--- config.mk ---
export PLATFORM = sky130hd
export DESIGN_NAME = seq_alu
export DESIGN_NICKNAME = d
export VERILOG_FILES = /design/src/rtl/seq_alu.sv
export SDC_FILE = /design/constraint.sdc
export NUM_CORES = 1
export LEC_CHECK = 0
export CAP_MARGIN = 25
export CELL_PAD_IN_SITES_DETAIL_PLACEMENT = 0
export CELL_PAD_IN_SITES_GLOBAL_PLACEMENT = 2
export CORE_MARGIN = 5
export CORE_UTILIZATION = 33
export DETAILED_ROUTE_END_ITERATION = 10
export PLACE_DENSITY = 0.95
export SLEW_MARGIN = 20
export SYNTH_ARGS = -nofsm -noshare
export SYNTH_HDL_FRONTEND = slang
export SYNTH_SLANG_ARGS = --single-unit
--- constraint.sdc ---
create_clock -name clk -period 2.4 [get_ports clk]
set_input_delay 0.48 -clock clk [delete_from_list [all_inputs] [get_ports clk]]
set_output_delay 0.48 -clock clk [all_outputs]
set_load 0.05 [all_outputs]
--- src/rtl/seq_alu.sv ---
// seq_alu: valid/ready ALU with registered result, flags and err.
// Define SEQ_ALU_MUL_EN to build the iterative shift-add multiply for opcode 111.
module seq_alu #(
    parameter int WIDTH = 8
) (
    input  logic             clk,
    input  logic             rst_n,
    input  logic             in_valid,
    output logic             in_ready,
    input  logic [WIDTH-1:0] a,
    input  logic [WIDTH-1:0] b,
    input  logic [2:0]       opcode,
    output logic             out_valid,
    input  logic             out_ready,
    output logic [WIDTH-1:0] result,
    output logic [3:0]       flags,
    output logic             err
);
    localparam int SW = $clog2(WIDTH);

    localparam logic [2:0] OP_ADD = 3'b000;
    localparam logic [2:0] OP_SUB = 3'b001;
    localparam logic [2:0] OP_AND = 3'b010;
    localparam logic [2:0] OP_OR  = 3'b011;
    localparam logic [2:0] OP_XOR = 3'b100;
    localparam logic [2:0] OP_NOR = 3'b101;
    localparam logic [2:0] OP_SHL = 3'b110;
    localparam logic [2:0] OP_MUL = 3'b111;

`ifdef SEQ_ALU_MUL_EN
    typedef enum logic [1:0] {
        IDLE = 2'b00,
        BUSY = 2'b01,
        HOLD = 2'b10
    } state_t;
`else
    typedef enum logic {
        IDLE = 1'b0,
        HOLD = 1'b1
    } state_t;
`endif

    state_t           state_q, state_d;
    logic [WIDTH-1:0] result_q, result_d;
    logic [3:0]       flags_q, flags_d;
    logic             err_q, err_d;
    logic             xfer;

    logic [WIDTH:0]     sum_ext;
    logic [WIDTH:0]     diff_ext;
    logic [3*WIDTH-1:0] shl_ext;
    logic [WIDTH-1:0]   alu_res;
    logic               alu_carry;
    logic               alu_ovf;
    logic               alu_err;
    logic [3:0]         alu_flags;

    assign out_valid = (state_q == HOLD);
    assign in_ready  = (state_q == IDLE) || ((state_q == HOLD) && out_ready);
    assign xfer      = in_valid && in_ready;

    assign result = result_q;
    assign flags  = flags_q;
    assign err    = err_q;

    // Single-cycle datapath, evaluated on the live inputs and captured only at transfer.
    always_comb begin
        sum_ext   = {1'b0, a} + {1'b0, b};
        diff_ext  = {1'b0, a} - {1'b0, b};
        // Wide enough that no shifted-out bit is lost, even for non-power-of-two WIDTH.
        shl_ext   = {{(2*WIDTH){1'b0}}, a} << b[SW-1:0];
        alu_res   = '0;
        alu_carry = 1'b0;
        alu_ovf   = 1'b0;
        alu_err   = 1'b0;
        case (opcode)
            OP_ADD: begin
                alu_res   = sum_ext[WIDTH-1:0];
                alu_carry = sum_ext[WIDTH];
                alu_ovf   = (a[WIDTH-1] == b[WIDTH-1]) && (sum_ext[WIDTH-1] != a[WIDTH-1]);
            end
            OP_SUB: begin
                alu_res   = diff_ext[WIDTH-1:0];
                alu_carry = diff_ext[WIDTH];
                alu_ovf   = (a[WIDTH-1] != b[WIDTH-1]) && (diff_ext[WIDTH-1] != a[WIDTH-1]);
            end
            OP_AND: alu_res = a & b;
            OP_OR:  alu_res = a | b;
            OP_XOR: alu_res = a ^ b;
            OP_NOR: alu_res = ~(a | b);
            OP_SHL: begin
                alu_res   = shl_ext[WIDTH-1:0];
                alu_carry = |shl_ext[3*WIDTH-1:WIDTH];
            end
            OP_MUL: begin
`ifndef SEQ_ALU_MUL_EN
                alu_err = 1'b1;
`endif
            end
        endcase
        alu_flags = {alu_ovf, alu_res[WIDTH-1], alu_carry, (alu_res == '0)};
    end

`ifdef SEQ_ALU_MUL_EN
    localparam int             CW       = SW + 1;
    localparam logic [CW-1:0]  CNT_LAST = CW'(WIDTH - 1);

    logic [2*WIDTH-1:0] mcand_q, mcand_d;
    logic [2*WIDTH-1:0] acc_q, acc_d;
    logic [2*WIDTH-1:0] acc_step;
    logic [WIDTH-1:0]   mplier_q, mplier_d;
    logic [CW-1:0]      cnt_q, cnt_d;
    logic               is_mul;

    assign is_mul   = (opcode == OP_MUL);
    assign acc_step = mplier_q[0] ? (acc_q + mcand_q) : acc_q;
`endif

    always_comb begin
        state_d  = state_q;
        result_d = result_q;
        flags_d  = flags_q;
        err_d    = err_q;
`ifdef SEQ_ALU_MUL_EN
        mcand_d  = mcand_q;
        mplier_d = mplier_q;
        acc_d    = acc_q;
        cnt_d    = cnt_q;
`endif
        case (state_q)
            IDLE: begin
            end
            HOLD: begin
                if (out_ready && !in_valid) begin
                    state_d = IDLE;
                end
            end
`ifdef SEQ_ALU_MUL_EN
            BUSY: begin
                acc_d    = acc_step;
                mcand_d  = mcand_q << 1;
                mplier_d = mplier_q >> 1;
                cnt_d    = cnt_q + CW'(1);
                if (cnt_q == CNT_LAST) begin
                    state_d  = HOLD;
                    result_d = acc_step[WIDTH-1:0];
                    flags_d  = {1'b0, acc_step[WIDTH-1], |acc_step[2*WIDTH-1:WIDTH],
                                (acc_step[WIDTH-1:0] == '0)};
                    err_d    = 1'b0;
                end
            end
`endif
            default: state_d = IDLE;
        endcase

        // A transfer in HOLD overrides the HOLD->IDLE decision above.
        if (xfer) begin
`ifdef SEQ_ALU_MUL_EN
            if (is_mul) begin
                state_d  = BUSY;
                mcand_d  = {{WIDTH{1'b0}}, a};
                mplier_d = b;
                acc_d    = '0;
                cnt_d    = '0;
            end else
`endif
            begin
                state_d  = HOLD;
                result_d = alu_res;
                flags_d  = alu_flags;
                err_d    = alu_err;
            end
        end
    end

    always_ff @(posedge clk or negedge rst_n) begin
        if (!rst_n) begin
            state_q  <= IDLE;
            result_q <= '0;
            flags_q  <= '0;
            err_q    <= 1'b0;
        end else begin
            state_q  <= state_d;
            result_q <= result_d;
            flags_q  <= flags_d;
            err_q    <= err_d;
        end
    end

`ifdef SEQ_ALU_MUL_EN
    always_ff @(posedge clk or negedge rst_n) begin
        if (!rst_n) begin
            mcand_q  <= '0;
            mplier_q <= '0;
            acc_q    <= '0;
            cnt_q    <= '0;
        end else begin
            mcand_q  <= mcand_d;
            mplier_q <= mplier_d;
            acc_q    <= acc_d;
            cnt_q    <= cnt_d;
        end
    end
`endif

endmodule

Yosys cells after proc, flatten, opt, wreduce, memory -nomap -nowiden

Cells that the tools add are included.

$add $sub $neg: 2
Equal/unequal tests: 11
Shifts and indexed selects: 1
Muxes and demuxes: 7
Bitwise operators: 5
Reduce and logical (&&, ||, !) cells: 10

Operator list:

| operator             | number |
|---|---|
| $pmux W8 S7          | 1 |
| $shl A8 B3 Y24       | 1 |
| $reduce_or A16 Y1    | 1 |
| $eq A3 B3 Y1 const B | 4 |
| $add A8 B8 Y9        | 1 |
| $sub A8 B8 Y9        | 1 |
| $and A8 B8 Y8        | 1 |
| $logic_not A8 Y1     | 1 |
| $not A8 Y8           | 1 |
| $or A8 B8 Y8         | 1 |
| $xor A8 B8 Y8        | 1 |
| $eq A3 B2 Y1 const B | 2 |
| $logic_and A1 B1 Y1  | 5 |
| $mux W1              | 4 |
| $eq A3 B1 Y1 const B | 1 |
| $logic_not A3 Y1     | 1 |
| $ne A1 B1 Y1         | 3 |
| $pmux W1 S3          | 1 |
| $pmux W1 S2          | 1 |
| $eq A1 B1 Y1         | 1 |
| $logic_not A1 Y1     | 1 |
| $logic_or A1 B1 Y1   | 1 |
| $not A1 Y1           | 1 |

Register bits: 14
Input bits: 23
Logic and storage cells: 40

Longest topological paths before layout

Depth in word-level cells: 5
Gate-level depth with buffers: 11
Gate-level depth less buffers: 10

Least setup slack after synthesis

Ideal clock, no wire load.

Kind: input -> register
From: in b[1]
To: reg flags_q[0] (netlist: flags[0])
Setup time: 92 ps
Arrival time: 2569 ps
Required time: 2308 ps
Slack: -261 ps
Stages: 11
Path buffers: 2
Path through: buf_4 > clkbuf_1 > inv_1 > ha_1 > o21ba_2 > nor4_2 > o311ai_1 > a31oi_1 > xnor2_1 > a211o_1 > o31ai_2

Longest elaborated chain between the ends: 4

RTL lines:

| what                                                                  | line | RTL |
|---|---|---|
| from (decl)                                                           | 11   | `input logic [WIDTH-1:0] b,` |
| parallel branches: the longest is 2 deep, another holds $sub A8 B8 Y9 | n/a  |  |
| $pmux W8 S7 (*)                                                       | 76   | `case (opcode)` |
| $logic_not A8 Y1 (*)                                                  | 101  | `alu_flags = {alu_ovf, alu_res[WIDTH-1], alu_carry, (alu_res == '0)};` |
| to (signal assigned)                                                  | 185  | `flags_q <= flags_d;` |
| to (decl)                                                             | 45   | `logic [3:0] flags_q, flags_d;` |

Every way passes the cells marked *.
A chain may end at the register's enable or synchronous reset.

Worst setup path after layout

From: in b[2]
To: reg flags_q[0] (netlist: flags[0])

The elaborated chain is that of the path after synthesis.

==> impl_metrics.yaml <==
cts:
  post_cts_hold_buffer_count: 0
  cts.clk_slew.worst_paths_ns: 0.05
  ctsLongestPathBuffers: 2
  cts_buffers: 3
  h-tree-depth: 1
  clock-sinks: 13
  worst_skew_pair.late_latency_ns: 0.23
  cts_root_buffer: "clkbuf_8"
  cts_tree: "yes"
sta:
  drv_slew: 0
  max_freq_mhz: 429.1
  grt_setup_unrepaired: "no"
  worst-slew-pin-transition_ns: 0.5636
  final.setup_skew_ns: 0.001205
  slew-limit-headroom: 0.6231
  timing.hold.ws_ns: 0.4753
  final_min_period_over_clock_period: 0.9710
  timing.final.hold_violations: 0
  timing.final.setup_violations: 0
  fin_ws_ns: 0.06948
  period_needed_ns: 2.331
power_and_ir_drop:
  internal_power_uw: 760.7
  p_clk_frac: 0.144
  sequential_share_of_power: 0.209
  share_comb_of_total_power: 0.647
  worst_ir_drop_vdd_mv: 0.3744
  cellLeakagePower_nw: 1.547
  switching_share: 0.4078
  power.net_switching_uw: 523.7
  power.density_cell_area_nw_per_um2: 385.0
worst_setup_path:
  timing.rr.end: "flags[0]$_DFFE_PN0P_"
  start_kind: "input pin"
  worstReg2RegStart: "out_valid$_DFF_PN0_"
  cp-endpoint: "flags[0]$_DFFE_PN0P_"
  rrSetupSlack_ns: 0.97
  cp.arrival_ns: 2.48
  worst-r2r-cell-count: 6
  timing.critical_path.fanout_max: 6
  crit_required_ns: 2.55
  cp-startpoint: "b[2]"
  timing_worst_setup_path_type: "input pin to register"
  endpoint_kind_of_the_worst_setup_timing_path: "register"
floorplan:
  die_area_sq_um: 7809
  floorplan.initialDensity: 0.3403
  core_region_area_sq_um: 5956
  fp-row-count: 28
  num_io_pins: 38
  chip_height_um: 88.37
  die_w_um: 88.37
final_layout:
  post_route_cells_drive_above_1_share: 0.3951
  antenna-diode-count: 0
  nNetsFinal: 418
  synthesis_to_layout_area_growth_pct: 64.57
route:
  drtIter0Drc: 151
  drc: 0
  drt_wl_total_um: 6339
  routed.top_layer: "met4"
  routed_via_density: 5.075
  route.detailed.wl_per_inst_um: 14.34
  wl_met2_um: 2914
  via_count: 2243
  antenna_left: 0
  drt_pre_antenna_iters: 4
  wl_met1_um: 2987
  met3_length_um: 326
yosys:
  synth_seq_cells: 13
  syn-mean-instance-area_sq_um: 7.856
  synth_edf_count: 0
  synth_cells: 258
  postSynth.asyncResetShare: 1.000
  synth.distinct_cells: 61
  synth_top_flop_cell: "dfrtp_1"
  synth-warning-count: 0
  post_synth_instance_area_sq_um: 2027
  synth-seq-area-share: 0.1605
  synthesized_netlist_net_count: 308
place:
  global_placement_routability_congestion: 0.9206
  buffer_ports.inserted: 37
  place.detailed.hpwl_um: 5161
  post-place-ws_ns: -0.5851
grt:
  grt_usage: 0.1610
  grt_remaining_overflow: 0
  antenna_found_initial: 0
  grt_max_degree: 28
  grt_first_pass_wirelength_um: 10090
  via_count_of_the_first_global_routing_pass: 2120
hold_path:
  worst_hold_class: "register to register"
job:
  maxCapViolations: 0
outcome:
  result_of_the_run: "finished clean"
[sequential cells by signal (all words and copies together) (netlist names)]
signal and cells:
err 1, flags 4, out_valid 1, result 7
[cells by family after synthesis]
logic type / count (synthesis) / share of synthesized area
DFF: 13 / 0.1605
and+or+nand+nor: 72 / 0.1722
adders and majority gates: 27 / 0.1741
xor gates and xnor gates: 9 / 0.03889
AOI/OAI and AO/OA: 87 / 0.2907
muxes: 13 / 0.07469
buffers and inverters: 37 / 0.08888
[metrics by stage]
stage                     cells  area (sq um)    util  TNS (ns)  total power, mW
final                       442          3336  0.5601         0            1.284
after global routing        442          3336  0.5601         0            1.366
after CTS                   437          3194  0.5363  -0.03389            1.248
after detailed placement    427          2998  0.5034    -3.896            1.016
after global placement      427          2998  0.5034    -3.660            1.008
after floorplan             258          2078       -         0           0.7047
[worst min-delay path by stage]
| stage | from | to | slack [ns] | cells after the start |
|---|---|---|---|---|
| 6_report | flags[3]$_DFFE_PN0P_ | flags[3]$_DFFE_PN0P_ | 0.48 | 2 |
| 5_1_grt | flags[1]$_DFFE_PN0P_ | flags[1]$_DFFE_PN0P_ | 0.49 | 1 |
| 4_1_cts | flags[3]$_DFFE_PN0P_ | flags[3]$_DFFE_PN0P_ | 0.48 | 2 |
| 3_5_place_dp | flags[1]$_DFFE_PN0P_ | flags[1]$_DFFE_PN0P_ | 0.47 | 1 |
| 3_3_place_gp | result[2]$_DFFE_PN0P_ | result[2]$_DFFE_PN0P_ | 0.46 | 2 |
| 2_1_floorplan | rst_n | err$_DFFE_PN0P_ | 0.18 | 0 |
[metal layers]
layer  up-vias  track usage
met3        12      0.01210
li1       1149            -
met4         0      0.04258
met5         -            0
met2        59       0.2678
met1      1023       0.2249
[repair_timing]
action                                  4_1_cts  5_1_grt
endpoints found under the setup margin        8        6
resized for setup                            34       38
pin swaps                                    11       15
setup buffers                                 6        5
[cells in the final DEF, fill, tap and decap left out, drive strengths merged, types with 3 or more instances in the layout]
| cell | count |
|---|---|
| buf | 85 |
| nand2 | 27 |
| ha | 25 |
| o21ai | 24 |
| clkdlybuf4s50 | 22 |
| inv | 21 |
| a21oi | 19 |
| nor2 | 13 |
| dfrtp | 13 |
| mux2i | 8 |
| nor3 | 8 |
| clkbuf | 8 |
| xnor2 | 7 |
| dlymetal6s2s | 7 |
| a31oi | 7 |
| nor2b | 7 |
| a221oi | 6 |
| nand3 | 4 |
| o21a | 4 |
| nand2b | 4 |
| mux2 | 4 |
| a211o | 3 |
| dlygate4sd2 | 3 |
| o211ai | 3 |
| o31ai | 3 |
[power groups by stage]
stage                     Combinational [mW]  Sequential [mW]  Clock (mW)
final                                  0.831            0.269       0.185
after detailed placement               0.743            0.273           0
after floorplan                        0.319            0.385           0
after global routing                   0.888            0.272       0.206
after CTS                              0.789            0.269       0.190
after global placement                 0.737            0.271           0
[worst max-delay path, cell delays in order]
cell and delay [ns]:
dlygate4sd2_1 0.25, inv_2 0.09, ha_4 0.24, buf_4 0.15, nor4_4 0.32, o311ai_4 0.13, a31oi_1 0.18, xnor2_1 0.11
a211o_1 0.31, o31ai_2 0.20
[layout make-up]
| cell class | instances | area (sq um) |
|---|---|---|
| tap | 75 | 93.84 |
| multi-input combinational | 208 | 1758 |
| clock buffer | 4 | 45.04 |
| fill | 545 | 2620 |
| sequential | 13 | 325.3 |
| inverter | 21 | 81.33 |
| timing repair buffer | 121 | 1032 |
[cells in the mapped netlist (4+ instances only)]
cell | number | share of area
a21oi_1 | 18 | 0.044
a221oi_1 | 6 | 0.026
a31oi_1 | 7 | 0.022
clkbuf_1 | 5 | 0.0093
dfrtp_1 | 13 | 0.16
ha_1 | 25 | 0.15
inv_1 | 20 | 0.037
mux2i_1 | 8 | 0.040
nand2_1 | 26 | 0.048
nand2b_1 | 4 | 0.012
nand3_1 | 4 | 0.0099
nor2_1 | 13 | 0.024
nor2b_1 | 7 | 0.022
nor3_1 | 8 | 0.020
o21a_1 | 4 | 0.015
o21ai_0 | 17 | 0.042
o21ai_1 | 7 | 0.017
xnor2_1 | 7 | 0.030
No activity file was read; power rests on OpenSTA's default activity.
